<file path="src/rtl/imm_field_packer.sv">
// imm_field_packer
//   Re-encodes a 64-bit signed offset into the immediate field of a LEGv8
//   instruction word. This is the inverse of the ID-stage sign extension.
//   fmt=0 selects the D-type field (DT_address) and fmt=1 selects the
//   CB-type field (COND_BR_address). The block is a two-stage valid/ready
//   pipeline with no skid buffer: stage 1 range-checks, stage 2 packs.
//
// Ports
//   clk, reset          rising-edge clock, asynchronous active-high reset
//   in_valid/in_ready   input handshake; in_ready depends combinationally
//                       on out_ready
//   in_fmt              0 = D-type, 1 = CB-type
//   in_value            signed offset to encode
//   in_instr            base instruction; the selected field is overwritten
//   out_valid/out_ready output handshake
//   out_instr           base instruction with the immediate field replaced
//   out_ovf             in_value did not fit the selected field; the field
//                       still receives the truncated low bits
//   err_clr             synchronous clear of err_count
//   err_count           saturating count of overflowed words sent downstream
module imm_field_packer #(
    parameter int unsigned D_LSB  = 12,
    parameter int unsigned D_W    = 9,
    parameter int unsigned CB_LSB = 5,
    parameter int unsigned CB_W   = 19,
    parameter int unsigned CNT_W  = 16
) (
    input  logic             clk,
    input  logic             reset,
    input  logic             in_valid,
    output logic             in_ready,
    input  logic             in_fmt,
    input  logic [63:0]      in_value,
    input  logic [31:0]      in_instr,
    output logic             out_valid,
    input  logic             out_ready,
    output logic [31:0]      out_instr,
    output logic             out_ovf,
    input  logic             err_clr,
    output logic [CNT_W-1:0] err_count
);

    localparam logic [31:0] D_ONES  = 32'((64'd1 << D_W) - 64'd1);
    localparam logic [31:0] CB_ONES = 32'((64'd1 << CB_W) - 64'd1);
    localparam logic [31:0] D_MASK  = D_ONES << D_LSB;
    localparam logic [31:0] CB_MASK = CB_ONES << CB_LSB;

    // Stage 1 (check) registers
    logic            s1_valid_q, s1_valid_d;
    logic            s1_fmt_q,   s1_fmt_d;
    logic [31:0]     s1_instr_q, s1_instr_d;
    logic [CB_W-1:0] s1_val_q,   s1_val_d;
    logic            s1_ovf_q,   s1_ovf_d;

    // Stage 2 (pack) registers, which are the outputs
    logic             s2_valid_q,  s2_valid_d;
    logic [31:0]      out_instr_q, out_instr_d;
    logic             out_ovf_q,   out_ovf_d;
    logic [CNT_W-1:0] err_count_q, err_count_d;

    logic        s2_adv;
    logic        s1_adv;
    logic        in_xfer;
    logic        out_xfer;
    logic        d_fits;
    logic        cb_fits;
    logic [31:0] field_bits;
    logic [31:0] packed_instr;

    assign s2_adv   = out_ready || !s2_valid_q;
    assign s1_adv   = s1_valid_q && s2_adv;
    assign in_ready = !s1_valid_q || s2_adv;
    assign in_xfer  = in_valid && in_ready;
    assign out_xfer = s2_valid_q && out_ready;

    // A value fits a W-bit signed field when bits [63:W-1] are a pure sign run.
    assign d_fits  = (&in_value[63:D_W-1])  || !(|in_value[63:D_W-1]);
    assign cb_fits = (&in_value[63:CB_W-1]) || !(|in_value[63:CB_W-1]);

    always_comb begin
        field_bits   = 32'(s1_val_q);
        packed_instr = s1_instr_q;
        if (s1_fmt_q) begin
            packed_instr = (s1_instr_q & ~CB_MASK) | ((field_bits & CB_ONES) << CB_LSB);
        end else begin
            packed_instr = (s1_instr_q & ~D_MASK) | ((field_bits & D_ONES) << D_LSB);
        end
    end

    always_comb begin
        s1_valid_d  = s1_valid_q;
        s1_fmt_d    = s1_fmt_q;
        s1_instr_d  = s1_instr_q;
        s1_val_d    = s1_val_q;
        s1_ovf_d    = s1_ovf_q;
        s2_valid_d  = s2_valid_q;
        out_instr_d = out_instr_q;
        out_ovf_d   = out_ovf_q;
        err_count_d = err_count_q;

        // When in_ready is high stage 1 is either empty or draining this
        // edge, so its valid simply follows in_valid.
        if (in_ready) begin
            s1_valid_d = in_valid;
        end
        if (in_xfer) begin
            s1_fmt_d   = in_fmt;
            s1_instr_d = in_instr;
            s1_val_d   = in_value[CB_W-1:0];
            s1_ovf_d   = in_fmt ? !cb_fits : !d_fits;
        end

        if (s2_adv) begin
            s2_valid_d = s1_valid_q;
        end
        if (s1_adv) begin
            out_instr_d = packed_instr;
            out_ovf_d   = s1_ovf_q;
        end

        if (err_clr) begin
            err_count_d = '0;
        end else if (out_xfer && out_ovf_q && (err_count_q != '1)) begin
            err_count_d = err_count_q + CNT_W'(1);
        end
    end

    always_ff @(posedge clk or posedge reset) begin
        if (reset) begin
            s1_valid_q  <= 1'b0;
            s1_fmt_q    <= 1'b0;
            s1_instr_q  <= '0;
            s1_val_q    <= '0;
            s1_ovf_q    <= 1'b0;
            s2_valid_q  <= 1'b0;
            out_instr_q <= '0;
            out_ovf_q   <= 1'b0;
            err_count_q <= '0;
        end else begin
            s1_valid_q  <= s1_valid_d;
            s1_fmt_q    <= s1_fmt_d;
            s1_instr_q  <= s1_instr_d;
            s1_val_q    <= s1_val_d;
            s1_ovf_q    <= s1_ovf_d;
            s2_valid_q  <= s2_valid_d;
            out_instr_q <= out_instr_d;
            out_ovf_q   <= out_ovf_d;
            err_count_q <= err_count_d;
        end
    end

    assign out_valid = s2_valid_q;
    assign out_instr = out_instr_q;
    assign out_ovf   = out_ovf_q;
    assign err_count = err_count_q;

endmodule
</file>
<file path="config.mk">
export PLATFORM = sky130hd
export DESIGN_NAME = imm_field_packer
export DESIGN_NICKNAME = d
export VERILOG_FILES = /design/src/rtl/imm_field_packer.sv
export SDC_FILE = /design/constraint.sdc
export NUM_CORES = 1
export LEC_CHECK = 0
export CAP_MARGIN = 20
export CORE_MARGIN = 1.5
export CORE_UTILIZATION = 46
export CTS_BUF_LIST = sky130_fd_sc_hd__clkbuf_8
export DETAILED_ROUTE_END_ITERATION = 8
export GPL_ROUTABILITY_DRIVEN = 0
export PLACE_DENSITY = 0.83
export SETUP_SLACK_MARGIN = 0.2
export SYNTH_ARGS = -nofsm -noshare
export SYNTH_HDL_FRONTEND = slang
export SYNTH_SLANG_ARGS = --single-unit
</file>
<file path="constraint.sdc">
create_clock -name clk -period 3.9 [get_ports clk]
set_clock_uncertainty 0.2 [all_clocks]
set_input_delay 0.78 -clock clk [delete_from_list [all_inputs] [get_ports clk]]
set_output_delay 0.78 -clock clk [all_outputs]
set_load 0.05 [all_outputs]
</file>
=== After elaboration in Yosys (flattened, before gate mapping) ===
Index checks and enable logic that the tools add are counted.

* Output and inout bits: 51
* Flip-flop bits (word level): 104
* Input port bits: 102
* Logic and storage cells: 37

* Add/sub/neg operators: 1
* Reductions and logical operators: 20
* Muxes and demuxes: 4
* Bitwise operators: 2
* Equal/unequal tests: 1

{| class="wikitable"
|+ Operator list
! cell !! number
|-
| $reduce_and A56 Y1 || 1
|-
| $reduce_or A56 Y1 || 1
|-
| $reduce_and A46 Y1 || 1
|-
| $reduce_or A46 Y1 || 1
|-
| $mux W16 || 2
|-
| $mux W32 || 1
|-
| $or A32 B21 Y32 || 1
|-
| $or A32 B24 Y32 || 1
|-
| $add A16 B1 Y16 const B || 1
|-
| $ne A16 B16 Y1 const B || 1
|-
| $logic_not A1 Y1 || 6
|-
| $logic_and A1 B1 Y1 || 5
|-
| $logic_or A1 B1 Y1 || 4
|-
| $reduce_bool A2 Y1 || 1
|-
| $mux W1 || 1
|}

=== Longest topological paths before layout ===
Gate-level depths: netlist (run 1).

* Word-level depth: 5
* Gate-level depth with buffers: 7
* Depth with buffers taken out: 6

=== Worst setup path after synthesis (run 1) ===
OpenSTA, ideal clock, no wires.

* Path type: input to register
* Start: in out_ready
* End: reg s1_fmt_q
* Data required time: 3,575 ps
* Arrival time: 2,241 ps
* Setup time: 125 ps
* Buffers on the path: 2
* Path slack: 1,334 ps
* Cell stages on the path: 5
* Cells stage by stage: nand3b_1 > and2_1 > buf_2 > buf_2 > mux2_2

* Longest elaborated chain between the ends: 3

{| class="wikitable"
|+ Ends and longest elaborated chain
! element !! RTL line !! text
|-
| start: declaration || 36 || <nowiki>input logic out_ready,</nowiki>
|-
| $logic_or A1 B1 Y1 || 70 || <nowiki>assign s2_adv = out_ready || !s2_valid_q;</nowiki>
|-
| $logic_or A1 B1 Y1 || 72 || <nowiki>assign in_ready = !s1_valid_q || s2_adv;</nowiki>
|-
| $logic_and A1 B1 Y1 || 73 || <nowiki>assign in_xfer = in_valid && in_ready;</nowiki>
|-
| end signal: assignment || 141 || <nowiki>s1_fmt_q <= s1_fmt_d;</nowiki>
|-
| end: declaration || 50 || <nowiki>logic s1_fmt_q, s1_fmt_d;</nowiki>
|}

No other way between the ends.
A chain may end at the register's enable or synchronous reset.

=== Worst setup path in the final report (run 1) ===
* Start: in out_ready
* End: out in_ready

* Longest elaborated chain between the ends: 2

{| class="wikitable"
|+ Ends and longest elaborated chain
! element !! RTL line !! text
|-
| $logic_or A1 B1 Y1 || 70 ||
|-
| $logic_or A1 B1 Y1 || 72 ||
|-
| end: declaration || 31 || <nowiki>output logic in_ready,</nowiki>
|}

No other way between the ends.

==> results of run 1 <==
## final timing paths
kind	slack [ns]	start	cells after the start	end
setup / recovery	0.63	out_ready	3	in_ready
hold / removal	0.29	out_instr[8]	2	out_instr[8]
setup reg to reg	1.67	err_count[0]	6	err_count[1]
hold reg to reg	0.29	out_instr[8]	2	out_instr[8]
max in group asynchronous	2.40	reset	3	out_instr[6]
min in group asynchronous	0.68	reset	3	s1_val_q[9]
## Yosys cell counts, types with 5 or more instances
library cell / instances / share of area
buf_2: 7 / 0.0083
nor2_1: 16 / 0.014
nand4_1: 17 / 0.025
nand3_1: 6 / 0.0071
mux2i_1: 20 / 0.047
mux2_2: 57 / 0.15
nand2_1: 31 / 0.028
xnor2_1: 9 / 0.019
dfrtp_1: 95 / 0.56
clkbuf_1: 7 / 0.0062
nor4_1: 18 / 0.027
o21ai_0: 22 / 0.026
a21oi_1: 5 / 0.0059
## layout make-up
class	count	area, um2	area share
Multi-Input combinational cell	235	1770	0.2962
Inverter	2	10.01	0.001675
Tap cell	108	135.1	0.02261
Clock buffer	9	123.9	0.02072
Sequential cell	95	2377	0.3977
Clock inverter	6	93.84	0.01570
Timing Repair Buffer	146	1466	0.2453
## cell families (layout without fill, tap and decap cells)
family                   Yosys count  in the layout  synth area share
buffers and inverters             18            163           0.01837
AO/OA/AOI/OAI                     38             38           0.05513
adder cells (fa/ha/maj)            1              1          0.002963
AND/OR/NAND/NOR                  107            107            0.1360
XOR/XNOR                          12             12           0.02490
multiplexers                      77             77            0.1995
flip-flops                        95             95            0.5631
## tightest hold or removal path: stages (launching register included)
cell and delay (ns):
dfrtp_1 0.35, nand2_1 0.05, o21ai_0 0.06
## power breakdown
group	switching [mW]	internal, mW
clock network	0.341	0.363
logic	0.511	0.375
registers	0.109	1.14
total	0.960	1.88
## placed cells by master, fill, tap and decap left out, drive strengths merged, types with 5 or more instances in the layout
| cell | netlist | layout |
|---|---|---|
| nand3 | 6 | 6 |
| o21ai | 23 | 23 |
| nand2 | 31 | 31 |
| xnor2 | 9 | 9 |
| clkdlybuf4s50 | 0 | 143 |
| clkbuf | 8 | 9 |
| nor2 | 16 | 16 |
| mux2i | 20 | 20 |
| mux2 | 57 | 57 |
| nand4 | 18 | 18 |
| a21oi | 5 | 5 |
| nor4 | 18 | 18 |
| dfrtp | 95 | 95 |
## per-stage QoR
stage               cell area (um2)    util  hold slack, ns
floorplan                      4222       -          0.2572
global placement               5759  0.6540          0.2623
detailed placement             5759  0.6540          0.2702
CTS                            5977  0.6787          0.2907
global route                   5977  0.6787          0.3128
finish                         5977  0.6787          0.2853
## metal layers
| layer | wire length (um) | vias to the layer above | GRT usage |
|---|---|---|---|
| met1 | 4044 | 1582 | 0.2442 |
| met5 | 0 | - | 0 |
| met4 | 117 | 0 | 0.05604 |
| met2 | 5090 | 110 | 0.3570 |
| met3 | 742 | 9 | 0.06879 |
| li1 | - | 1564 | - |
## sequential cells by signal, summed over array words and instances, names as in the netlist
register,flops
out_instr,32
s1_instr_q,23
s1_val_q,19
err_count,16
out_ovf,1
out_valid,1
s1_fmt_q,1
s1_ovf_q,1
s1_valid_q,1
==> results.sh, run 1 <==
export IMPL_ant_nets=0
export IMPL_hold_path_class="reg2reg"
export IMPL_dp_cells=586
export IMPL_fin_cells=601
export IMPL_synth_warnings=0
export IMPL_syn_area_um2=4222
export IMPL_coreArea_um2=8806
export IMPL_critical_path_class="in2out"
export IMPL_irDropWorstVdd_mv=0.3510
export IMPL_synth_edf_count=0
export IMPL_fin_crit_sh=0.8378
export IMPL_dp_hpwl_mm=7.320
export IMPL_wire_per_inst_um=16.63
export IMPL_drc=6
export IMPL_fin_setup_tns_ns=0
export IMPL_clk_latency_ns=0.35
export IMPL_port_buffer_count=143
export IMPL_finalPower_mw=2.838
export IMPL_io_pins=153
export IMPL_tritoncts="built"
export IMPL_critPathLaunchType="primary input"
export IMPL_status="finished with violations"
export IMPL_cp_slowest_cell="clkdlybuf4s50_1"
export IMPL_fmax_mhz=306.0
export IMPL_cts_buffers=9
export IMPL_synth_seq_area_share=0.5631
export IMPL_crit_family="buffers and inverters"
export IMPL_die_x_um=98.80
export IMPL_gr_usage_all_layers=0.2054
export IMPL_end_kind="primary output"
export IMPL_synthCells=348
export IMPL_layout_drive_gt1_share=0.1684
export IMPL_clock_tree_buffer_depth=2
export IMPL_nets=592
export IMPL_clk_pin_slew_ns=0.09
export IMPL_syn2layout_area_growth_pct=41.58
export IMPL_setup_slack_ns=0.6324
export IMPL_cts_resized_gates=0
export IMPL_holdBufCountCts=0
export IMPL_firstDrtPassIters=7
export IMPL_syn_nets=451
export IMPL_maxCapViolCount=0
export IMPL_drtIter0Drc=114
export IMPL_clkSinkCount=95
export IMPL_antenna_found_initial=0
export IMPL_grt_pass1_wl_mm=15.88
export IMPL_vias=3265
export IMPL_start_util=0.4794
export IMPL_fin_crit_ns=3.268
export IMPL_grt_pass1_vias=3305
export IMPL_cp_max_fo=4
export IMPL_dpl_worst_slack_ns=0.6475
export IMPL_rows=34
export IMPL_ys_flop_type="dfrtp_1"
export IMPL_yosysUniqueCellTypes=36
export IMPL_worst_slew_pin_slew_ns=1.105
export IMPL_async_flop_share=1.000
export IMPL_nFillCells=634
export IMPL_drt_wl_total_mm=9.993
export IMPL_cp_arrival_ns=2.29
export IMPL_slew_viol_final=0
export IMPL_overflow=0
export IMPL_cts_root_buf="clkbuf_8"
export IMPL_relSlewSlack=0.2630
export IMPL_rsz0062_at_grt="false"
export IMPL_dieArea_um2=9761
export IMPL_slowest_delay_ns=0.83
export IMPL_violations="design-rule violations"
export IMPL_cp_num_buf_inv=2
export IMPL_ys_ff_latch=95
export IMPL_p_per_area_nw_per_um2=474.8
export IMPL_crit_top_cell="clkdlybuf4s50_1"
export IMPL_viasPerCell=5.433
export IMPL_syn_area_per_cell_um2=12.13
export IMPL_diodes=0
export IMPL_worstPathCellList="clkdlybuf4s50_1 > nand3b_1 > clkdlybuf4s50_1"
export IMPL_critical_path_required_ns=2.92
export IMPL_post_cts_setup_buffers=0
export IMPL_htree_levels=3
export IMPL_die_h_um=98.80
export IMPL_grt_max_degree=96
export IMPL_setup_viol_count_final=0
export IMPL_hold_viol=0
export IMPL_p_leak_nw=2.401
(Power assumes the default switching activity.)
==> inputs of run 2 (changes only) <==
clock period = 3.4 ns   (was 3.9 ns; I/O delays follow)
==> run 2 against run 1 <==
Effect of this change:
- the flow still finishes with violations (design-rule violations)
- via count rose by 1.8%
- critical path depth fell by 2
- utilization rose by 0.65 points
- routed wire length rose by 4.1%
- design area rose by 0.96%
- critical endpoint is now err_count[0]
- largest power group unchanged
==> results.sh, run 2 (synthesis gave the netlist of run 1 again) <==
export IMPL_status="finished with violations"
export IMPL_violations="design-rule violations"
export IMPL_drtIter0Drc=102
export IMPL_firstDrtPassIters=8
export IMPL_clk_pin_slew_ns=0.10
export IMPL_cp_slowest_cell="clkdlybuf4s50_1"
export IMPL_grt_pass1_wl_mm=17.26
export IMPL_clock_tree_buffer_depth=2
export IMPL_seq_power_share=0.429
export IMPL_fin_crit_ns=2.583
export IMPL_clkPwrFrac=0.264
export IMPL_maxCapViolCount=0
export IMPL_largest_reg_flops=32
export IMPL_cp_max_fo=5
export IMPL_r2r_start="err_count[0]"
export IMPL_drc=6
export IMPL_slowest_delay_ns=0.86
export IMPL_crit_start="err_count[0]"
export IMPL_cts_buffers=9
export IMPL_wire_per_inst_um=17.20
export IMPL_grt_pass1_vias=3616
export IMPL_relSlewSlack=0.2839
export IMPL_htree_levels=3
export IMPL_critical_path_class="reg2out"
export IMPL_fin_area_um2=6035
export IMPL_irDropWorstVdd_mv=0.5398
export IMPL_hold_viol=0
export IMPL_crit_family="buffers and inverters"
export IMPL_fin_crit_sh=0.7597
export IMPL_critical_path_required_ns=2.52
export IMPL_crit_path_end="err_count[0]"
export IMPL_critPathLaunchType="register"
export IMPL_diodes=0
export IMPL_r2r_end="err_count[1]"
export IMPL_gr_usage_all_layers=0.2249
export IMPL_internal_power_mw=2.233
export IMPL_final_common_cell="clkdlybuf4s50_1"
export IMPL_dpl_worst_slack_ns=0.6278
export IMPL_post_cts_setup_buffers=0
export IMPL_io_pins=153
export IMPL_p_per_area_nw_per_um2=553.5
export IMPL_overflow=0
export IMPL_drt_wl_total_mm=10.41
export IMPL_final_cell_mix="clkdlybuf4s50_1, dfrtp_1, mux2_2"
export IMPL_cp_num_buf_inv=1
export IMPL_clkSinkCount=95
export IMPL_clk_latency_ns=0.36
export IMPL_end_kind="primary output"
export IMPL_p_leak_nw=2.433
export IMPL_coreArea_um2=8806
export IMPL_switchingPower_mw=1.107
export IMPL_syn2layout_area_growth_pct=42.95
export IMPL_worstPathCellList="clkdlybuf4s50_1"
export IMPL_cts_root_buf="clkbuf_8"
export IMPL_rows=34
export IMPL_grt_max_degree=42
export IMPL_dieArea_um2=9761
export IMPL_start_util=0.4794
export IMPL_setup_viol_count_final=0
export IMPL_die_x_um=98.80
export IMPL_hold_path_class="reg2reg"
export IMPL_layout_drive_gt1_share=0.1771
export IMPL_rrSetupSlack_ns=1.14
export IMPL_cts_resized_gates=0
export IMPL_combPwrFrac=0.306
export IMPL_rr_worst_depth=6
export IMPL_die_h_um=98.80
export IMPL_dp_hpwl_mm=7.912
export IMPL_finalPower_mw=3.340
export IMPL_tritoncts="built"
export IMPL_slew_viol_final=0
export IMPL_vias=3325
export IMPL_hold_slack_ns=0.2843
export IMPL_fmax_mhz=387.2
export IMPL_nets=595
export IMPL_switching_share=0.3314
export IMPL_holdBufCountCts=0
export IMPL_viasPerCell=5.496
export IMPL_cp_arrival_ns=1.70
export IMPL_post_dp_cell_area_um2=5793
export IMPL_rsz0062_at_grt="false"
export IMPL_ant_nets=0
export IMPL_port_buffer_count=143
export IMPL_fin_setup_tns_ns=0
export IMPL_antenna_found_initial=0
export IMPL_worst_slew_pin_slew_ns=1.074
export IMPL_setup_slack_ns=0.8170
export IMPL_path_depth=1
-- run 2: changes by cell type in the layout (fill, tap and decap cells not counted) --
cell	before	now
inv_4	1	0
clkdlybuf4s50_1	143	142
clkinv_4	1	0
clkinv_2	0	2
bufinv_16	2	3
buf_12	1	2
buf_4	2	5
-- run 2: worst min path at each step --
stage                             start       endpoint  slack, ns  cells after the start
after global routing      out_instr[13]  out_instr[13]       0.32                      2
after CTS                 out_instr[19]  out_instr[19]       0.29                      2
after global placement    out_instr[17]  out_instr[17]       0.26                      2
final                     out_instr[19]  out_instr[19]       0.28                      2
after floorplan              s1_valid_q      out_valid       0.26                      1
after detailed placement  out_instr[18]  out_instr[18]       0.27                      2
-- run 2: cell type report --
type | count | area (um2)
sequential | 95 | 2377
tap | 108 | 135.1
timing repair buffer | 149 | 1499
inverter | 2 | 11.26
multi-input combinational | 235 | 1770
fill | 655 | 2771
clock buffer | 9 | 123.9
clock inverter | 7 | 117.6
-- run 2: power groups by stage --
stage	Combinational (mW)	Sequential, mW	Clock [mW]
after global routing	1.08	1.46	0.955
after detailed placement	1.03	1.45	0
after CTS	1.03	1.44	0.910
after global placement	1.01	1.44	0
after floorplan	0.275	1.78	0
final	1.02	1.43	0.883
-- run 2: routing by layer --
layer | share of wire | vias to the layer above | GRT usage
met3 | 0.068 | 19 | 0.07305
met5 | 0 | - | 0
met4 | 0.021 | 0 | 0.08791
met2 | 0.50 | 95 | 0.3761
met1 | 0.41 | 1643 | 0.2708
li1 | - | 1568 | -
-- run 2: stage by stage --
| step | util | instances |
|---|---|---|
| after floorplan | - | 348 |
| after global placement | 0.6579 | 589 |
| final | 0.6853 | 605 |
| after detailed placement | 0.6579 | 589 |
| after global routing | 0.6853 | 605 |
| after CTS | 0.6853 | 605 |
==> inputs of run 3 (changes only) <==
CORE_UTILIZATION = 42   (was 46)
PLACE_DENSITY = 0.8   (was 0.83)
clock period = 2.3 ns   (was 3.4 ns; I/O delays follow)
==> run 3 against run 2 <==
Effect of this change:
- the flow now finishes without violations
- sequential cell count is the same
- clock-buffer cell count is 1 higher
- routed wire length up 3.5%
- utilization decreased by 5.9 points
- die area is 9.2% higher
- largest cell class unchanged
- largest power group unchanged
- highest routed layer unchanged
==> results.sh, run 3 (synthesis gave the netlist of run 1 again) <==
export IMPL_holdBufCountCts=0
export IMPL_rrSetupSlack_ns=0.22
export IMPL_irDropWorstVdd_mv=0.5352
export IMPL_p_leak_nw=2.635
export IMPL_rsz0062_at_grt="false"
export IMPL_status="completed"
export IMPL_rows=36
export IMPL_dieArea_um2=10660
export IMPL_hold_slack_ns=0.2820
export IMPL_io_pins=153
export IMPL_start_util=0.4319
export IMPL_fin_crit_sh=0.9052
export IMPL_clkPwrFrac=0.231
export IMPL_ant_nets=0
export IMPL_switchingPower_mw=1.605
export IMPL_cts_buffers=9
export IMPL_grt_pass1_vias=3540
export IMPL_grt_max_degree=64
export IMPL_setup_viol_count_final=0
export IMPL_critPathLaunchType="register"
export IMPL_fin_util=0.6265
export IMPL_fin_setup_tns_ns=0
export IMPL_viasPerCell=5.376
export IMPL_die_h_um=103.3
export IMPL_nets=609
export IMPL_clk_latency_ns=0.36
export IMPL_cts_root_buf="clkbuf_8"
export IMPL_slew_viol_final=0
export IMPL_switching_share=0.3470
export IMPL_port_buffer_count=143
export IMPL_clkSinkCount=95
export IMPL_nFillCells=787
export IMPL_hold_viol=0
export IMPL_cp_max_fo=6
export IMPL_critical_path_required_ns=2.32
export IMPL_fin_cells=643
export IMPL_r2r_end="err_count[3]"
export IMPL_rr_worst_depth=6
export IMPL_fmax_mhz=480.3
export IMPL_largest_reg_flops=32
export IMPL_clk_pin_slew_ns=0.09
export IMPL_crit_start="err_count[1]"
export IMPL_htree_levels=3
export IMPL_internal_power_mw=3.019
export IMPL_combPwrFrac=0.319
export IMPL_crit_path_end="err_count[3]"
export IMPL_dp_hpwl_mm=8.063
export IMPL_syn2layout_area_growth_pct=45.05
export IMPL_final_cell_mix="dfrtp_1, clkdlybuf4s50_1, mux2_2"
export IMPL_overflow=0
export IMPL_dp_cells=620
export IMPL_end_kind="register"
export IMPL_drt_wl_total_mm=10.77
export IMPL_diodes=0
export IMPL_tritoncts="built"
export IMPL_relSlewSlack=0.5811
export IMPL_gr_usage_all_layers=0.2126
export IMPL_p_per_area_nw_per_um2=755.1
export IMPL_fin_crit_ns=2.082
export IMPL_firstDrtPassIters=5
export IMPL_die_x_um=103.3
export IMPL_antenna_found_initial=0
export IMPL_wire_per_inst_um=16.74
export IMPL_grt_pass1_wl_mm=17.19
export IMPL_drtIter0Drc=194
export IMPL_layout_drive_gt1_share=0.2098
export IMPL_seq_power_share=0.450
export IMPL_final_common_cell="dfrtp_1"
export IMPL_clock_tree_buffer_depth=2
export IMPL_cp_arrival_ns=2.10
export IMPL_maxCapViolCount=0
export IMPL_worst_slew_pin_slew_ns=0.6263
export IMPL_hold_path_class="in2reg"
export IMPL_coreArea_um2=9774
export IMPL_critical_path_class="reg2reg"
export IMPL_r2r_start="err_count[1]"
export IMPL_finalPower_mw=4.624
export IMPL_drc=0
export IMPL_vias=3457
run 3: cell types whose count changed in the layout (fill, tap and decap cells not counted), moves of 2 or more:
cell             previous run  this run
dfrtp_1                    95        92
buf_12                      2         5
bufinv_16                   3         1
dfrtp_2                     0         3
inv_1                       1         3
inv_6                       2         0
dlygate4sd2_1               0        49
buf_4                       5        16
clkdlybuf4s50_1           142        91
run 3: power by group through the flow:
| stage | registers, mW | clock network [mW] | logic [mW] |
|---|---|---|---|
| global route | 2.12 | 1.17 | 1.57 |
| CTS | 2.09 | 1.10 | 1.48 |
| global placement | 2.11 | 0 | 1.54 |
| finish | 2.08 | 1.07 | 1.47 |
| detailed placement | 2.13 | 0 | 1.57 |
| floorplan | 2.63 | 0 | 0.418 |
run 3: how the worst min path moves through the flow:
stage / start / cells after the start / end / slack [ns]
5_1_grt: out_instr[21] / 2 / out_instr[21] / 0.30
4_1_cts: out_instr[16] / 2 / out_instr[16] / 0.29
3_5_place_dp: out_instr[16] / 2 / out_instr[16] / 0.27
2_1_floorplan: s1_valid_q / 1 / out_valid / 0.26
3_3_place_gp: out_instr[18] / 2 / out_instr[18] / 0.26
6_report: out_ready / 3 / out_valid / 0.28
run 3: through the flow:
stage / instance area, um2 / setup WS (ns)
2_1_floorplan: 4274 / 0.1059
3_3_place_gp: 5924 / -0.02987
3_5_place_dp: 5924 / -0.04834
4_1_cts: 6081 / 0.2076
5_1_grt: 6123 / 0.1304
6_report: 6123 / 0.2181
run 3: final cells by class:
cell class              instances  area, um2  area share
clock buffers                  10      137.6     0.02248
clock inverters                 5      51.30    0.008378
inverters                       2      11.26    0.001839
multi-input cells             235       1793      0.2928
flip-flops and latches         95       2381      0.3888
well taps                     133      166.4     0.02718
repair buffers                163       1583      0.2585
run 3: critical path, stage by stage, from the launching register on:
cell and delay, ns:
dfrtp_2 0.44, ha_2 0.20, and4_4 0.20, and4_1 0.27, a211oi_1 0.43, xnor2_1 0.17
nor2_1 0.05
run 3: per-layer routing:
layer  routed length [um]  global-route usage  part of all wire  vias to the layer above
met5                    0                   0                 0                        -
met4                  378             0.08004             0.035                        0
met3                  885             0.07728             0.082                       38
met2                 5162              0.3370              0.48                      165
met1                 4340              0.2685              0.40                     1657
li1                     -                   -                 -                     1597
run 3: what timing repair did:
action                     CTS  global route
gates resized for setup     50             4
pin swaps                    1             1
setup buffers                4             4
setup endpoints to repair   52            12
==> RTL change (flow settings as in run 1) <==
Put one more register stage on the output `err_count`, cleared by the reset. The value now appears one clock later. The other outputs are not delayed to match.
--- a/src/rtl/imm_field_packer.sv
+++ b/src/rtl/imm_field_packer.sv
@@ -152,6 +152,12 @@
     assign out_valid = s2_valid_q;
     assign out_instr = out_instr_q;
     assign out_ovf   = out_ovf_q;
-    assign err_count = err_count_q;
+    always_ff @(posedge clk or posedge reset) begin
+        if (reset) begin
+            err_count <= '0;
+        end else begin
+            err_count <= err_count_q;
+        end
+    end
 
 endmodule
Formal check against the unedited RTL: not equivalent (Yosys sat finds a counterexample within 4 cycles, from zero or initial values and one cycle with reset high).
==> RTL change against run 1 <==
Critical path depth unchanged; highest routed layer unchanged; wire length is 0.69% higher; global-route usage down 1.1 points; sequential cell count increased by 16; worst setup slack got worse by 0.071 ns; final area rose by 6.5%; synthesized area up 9.0%; hold slack got worse by 0.044 ns; total power rose by 4.2%; combinational power grew 2%.
==> RTL change: results <==
export IMPL_grt_use_met1_pct=23.6
export IMPL_crit_start="out_ready"
export IMPL_num_vias=3399
export IMPL_n_antenna_cell=0
export IMPL_syn_nets=465
export IMPL_drive_gt1_share_pct=16.1
export IMPL_netlist_instances=362
export IMPL_synth_seq_area_share_pct=60.4
export IMPL_clock_path_buffers=2
export IMPL_min_path_type="flop to flop"
export IMPL_dr_wl_met2_um=5140
export IMPL_dp_hpwl_um=7390
export IMPL_post_cts_buffers=0
export IMPL_grt_pass1_wl_um=15800
export IMPL_grt_util_met3_pct=4.14
export IMPL_drtIter0Drc=128
export IMPL_grt_use_met2_pct=33.7
export IMPL_hold_start="err_count_q[15]"
export IMPL_synth_area_top_cells="dfrtp_1 (60%), mux2_2 (14%), mux2i_1 (4.1%), nand4_1 (2.9%), nand2_1 (2.4%)"
export IMPL_dr_pass1_iters=4
export IMPL_nets=610
export IMPL_critical_path_arrival_ns=2.36
export IMPL_yosys_top_cells_count="dfrtp_1 (111), mux2_2 (56), nand2_1 (30), nand4_1 (21), o21ai_0 (21)"
export IMPL_ir_drop_uv=240
export IMPL_antenna_found_initial=0
export IMPL_cp_max_fo=4
export IMPL_yosys_cell_types_count=34
export IMPL_numCtsBuffers=9
export IMPL_critPathSlowestCell="clkdlybuf4s50_1"
export IMPL_largest_reg_flops=32
export IMPL_path_clk_slew_ns=0.09
export IMPL_numPortBuffers=143
export IMPL_path_delay_family="buffers and inverters"
export IMPL_drt_met1_wl_um=4150
export IMPL_clk_latency_ns=0.36
export IMPL_cp_slowest_stage_delay_ns=0.87
export IMPL_leakagePower_uw=0.00263
export IMPL_grt_usage_pct=19.5
export IMPL_max_slew_margin_pct=26.3
export IMPL_sw_frac_of_total_pct=32.9
export IMPL_ys_warn_count=0
export IMPL_cts_resized=0
export IMPL_wl_per_cell_um=15.6
export IMPL_hold_buffers=0
export IMPL_h_tree_depth=3
export IMPL_rr_startpoint="err_count_q[0]"
export IMPL_synthArstFlopShare_pct=100
export IMPL_routed_top_layer="met4"
export IMPL_grt_max_degree=46
export IMPL_clockRootBuffer="clkbuf_8"
export IMPL_final_fill_count=795
export IMPL_outcome="finished, final reports clean"
export IMPL_wl_met3_um=545
RTL change: final timing paths:
kind                       slack (ns)  cells after the start              to
setup / recovery                 0.56                      3        in_ready
hold / removal                   0.24                      0   err_count[15]
setup reg to reg                 1.65                      6  err_count_q[3]
hold reg to reg                  0.24                      0   err_count[15]
max in group asynchronous        2.06                      3  err_count_q[4]
min in group asynchronous        0.72                      2   s1_instr_q[1]
RTL change: per-stage QoR:
stage	util, %	area [sq um]	hold WS [ns]	setup WS [ns]	cells
after floorplan	-	4600	0.193	1.25	362
after global placement	63.5	6180	0.217	0.560	629
after detailed placement	63.5	6180	0.216	0.557	629
after CTS	65.4	6360	0.236	0.546	643
after global routing	65.4	6360	0.258	0.447	643
final	65.4	6360	0.241	0.562	643
RTL change: layout make-up:
type	count	area (sq um)	share of cell area, %
multi-input cells	235	1750	27.4
clock inverters	1	3.75	0.0590
well taps	133	166	2.61
flip-flops and latches	111	2780	43.6
clock buffers	13	179	2.81
inverters	2	11.3	0.177
repair buffers	148	1480	23.3
RTL change: power groups by stage:
stage | logic (uW) | registers (uW) | clock network, uW
3_5_place_dp | 906 | 1440 | 0
2_1_floorplan | 244 | 1730 | 0
4_1_cts | 908 | 1420 | 662
6_report | 899 | 1420 | 641
3_3_place_gp | 889 | 1430 | 0
5_1_grt | 954 | 1440 | 698
RTL change: logic make-up after synthesis:
group / count (synthesis) / synth area share, %
buffers and inverters: 16 / 1.77
and+or+nand+nor: 120 / 14.2
AOI/OAI and AO/OA: 25 / 2.86
muxes: 75 / 17.8
DFF: 111 / 60.4
adders and majority gates: 1 / 0.272
xor gates and xnor gates: 14 / 2.67
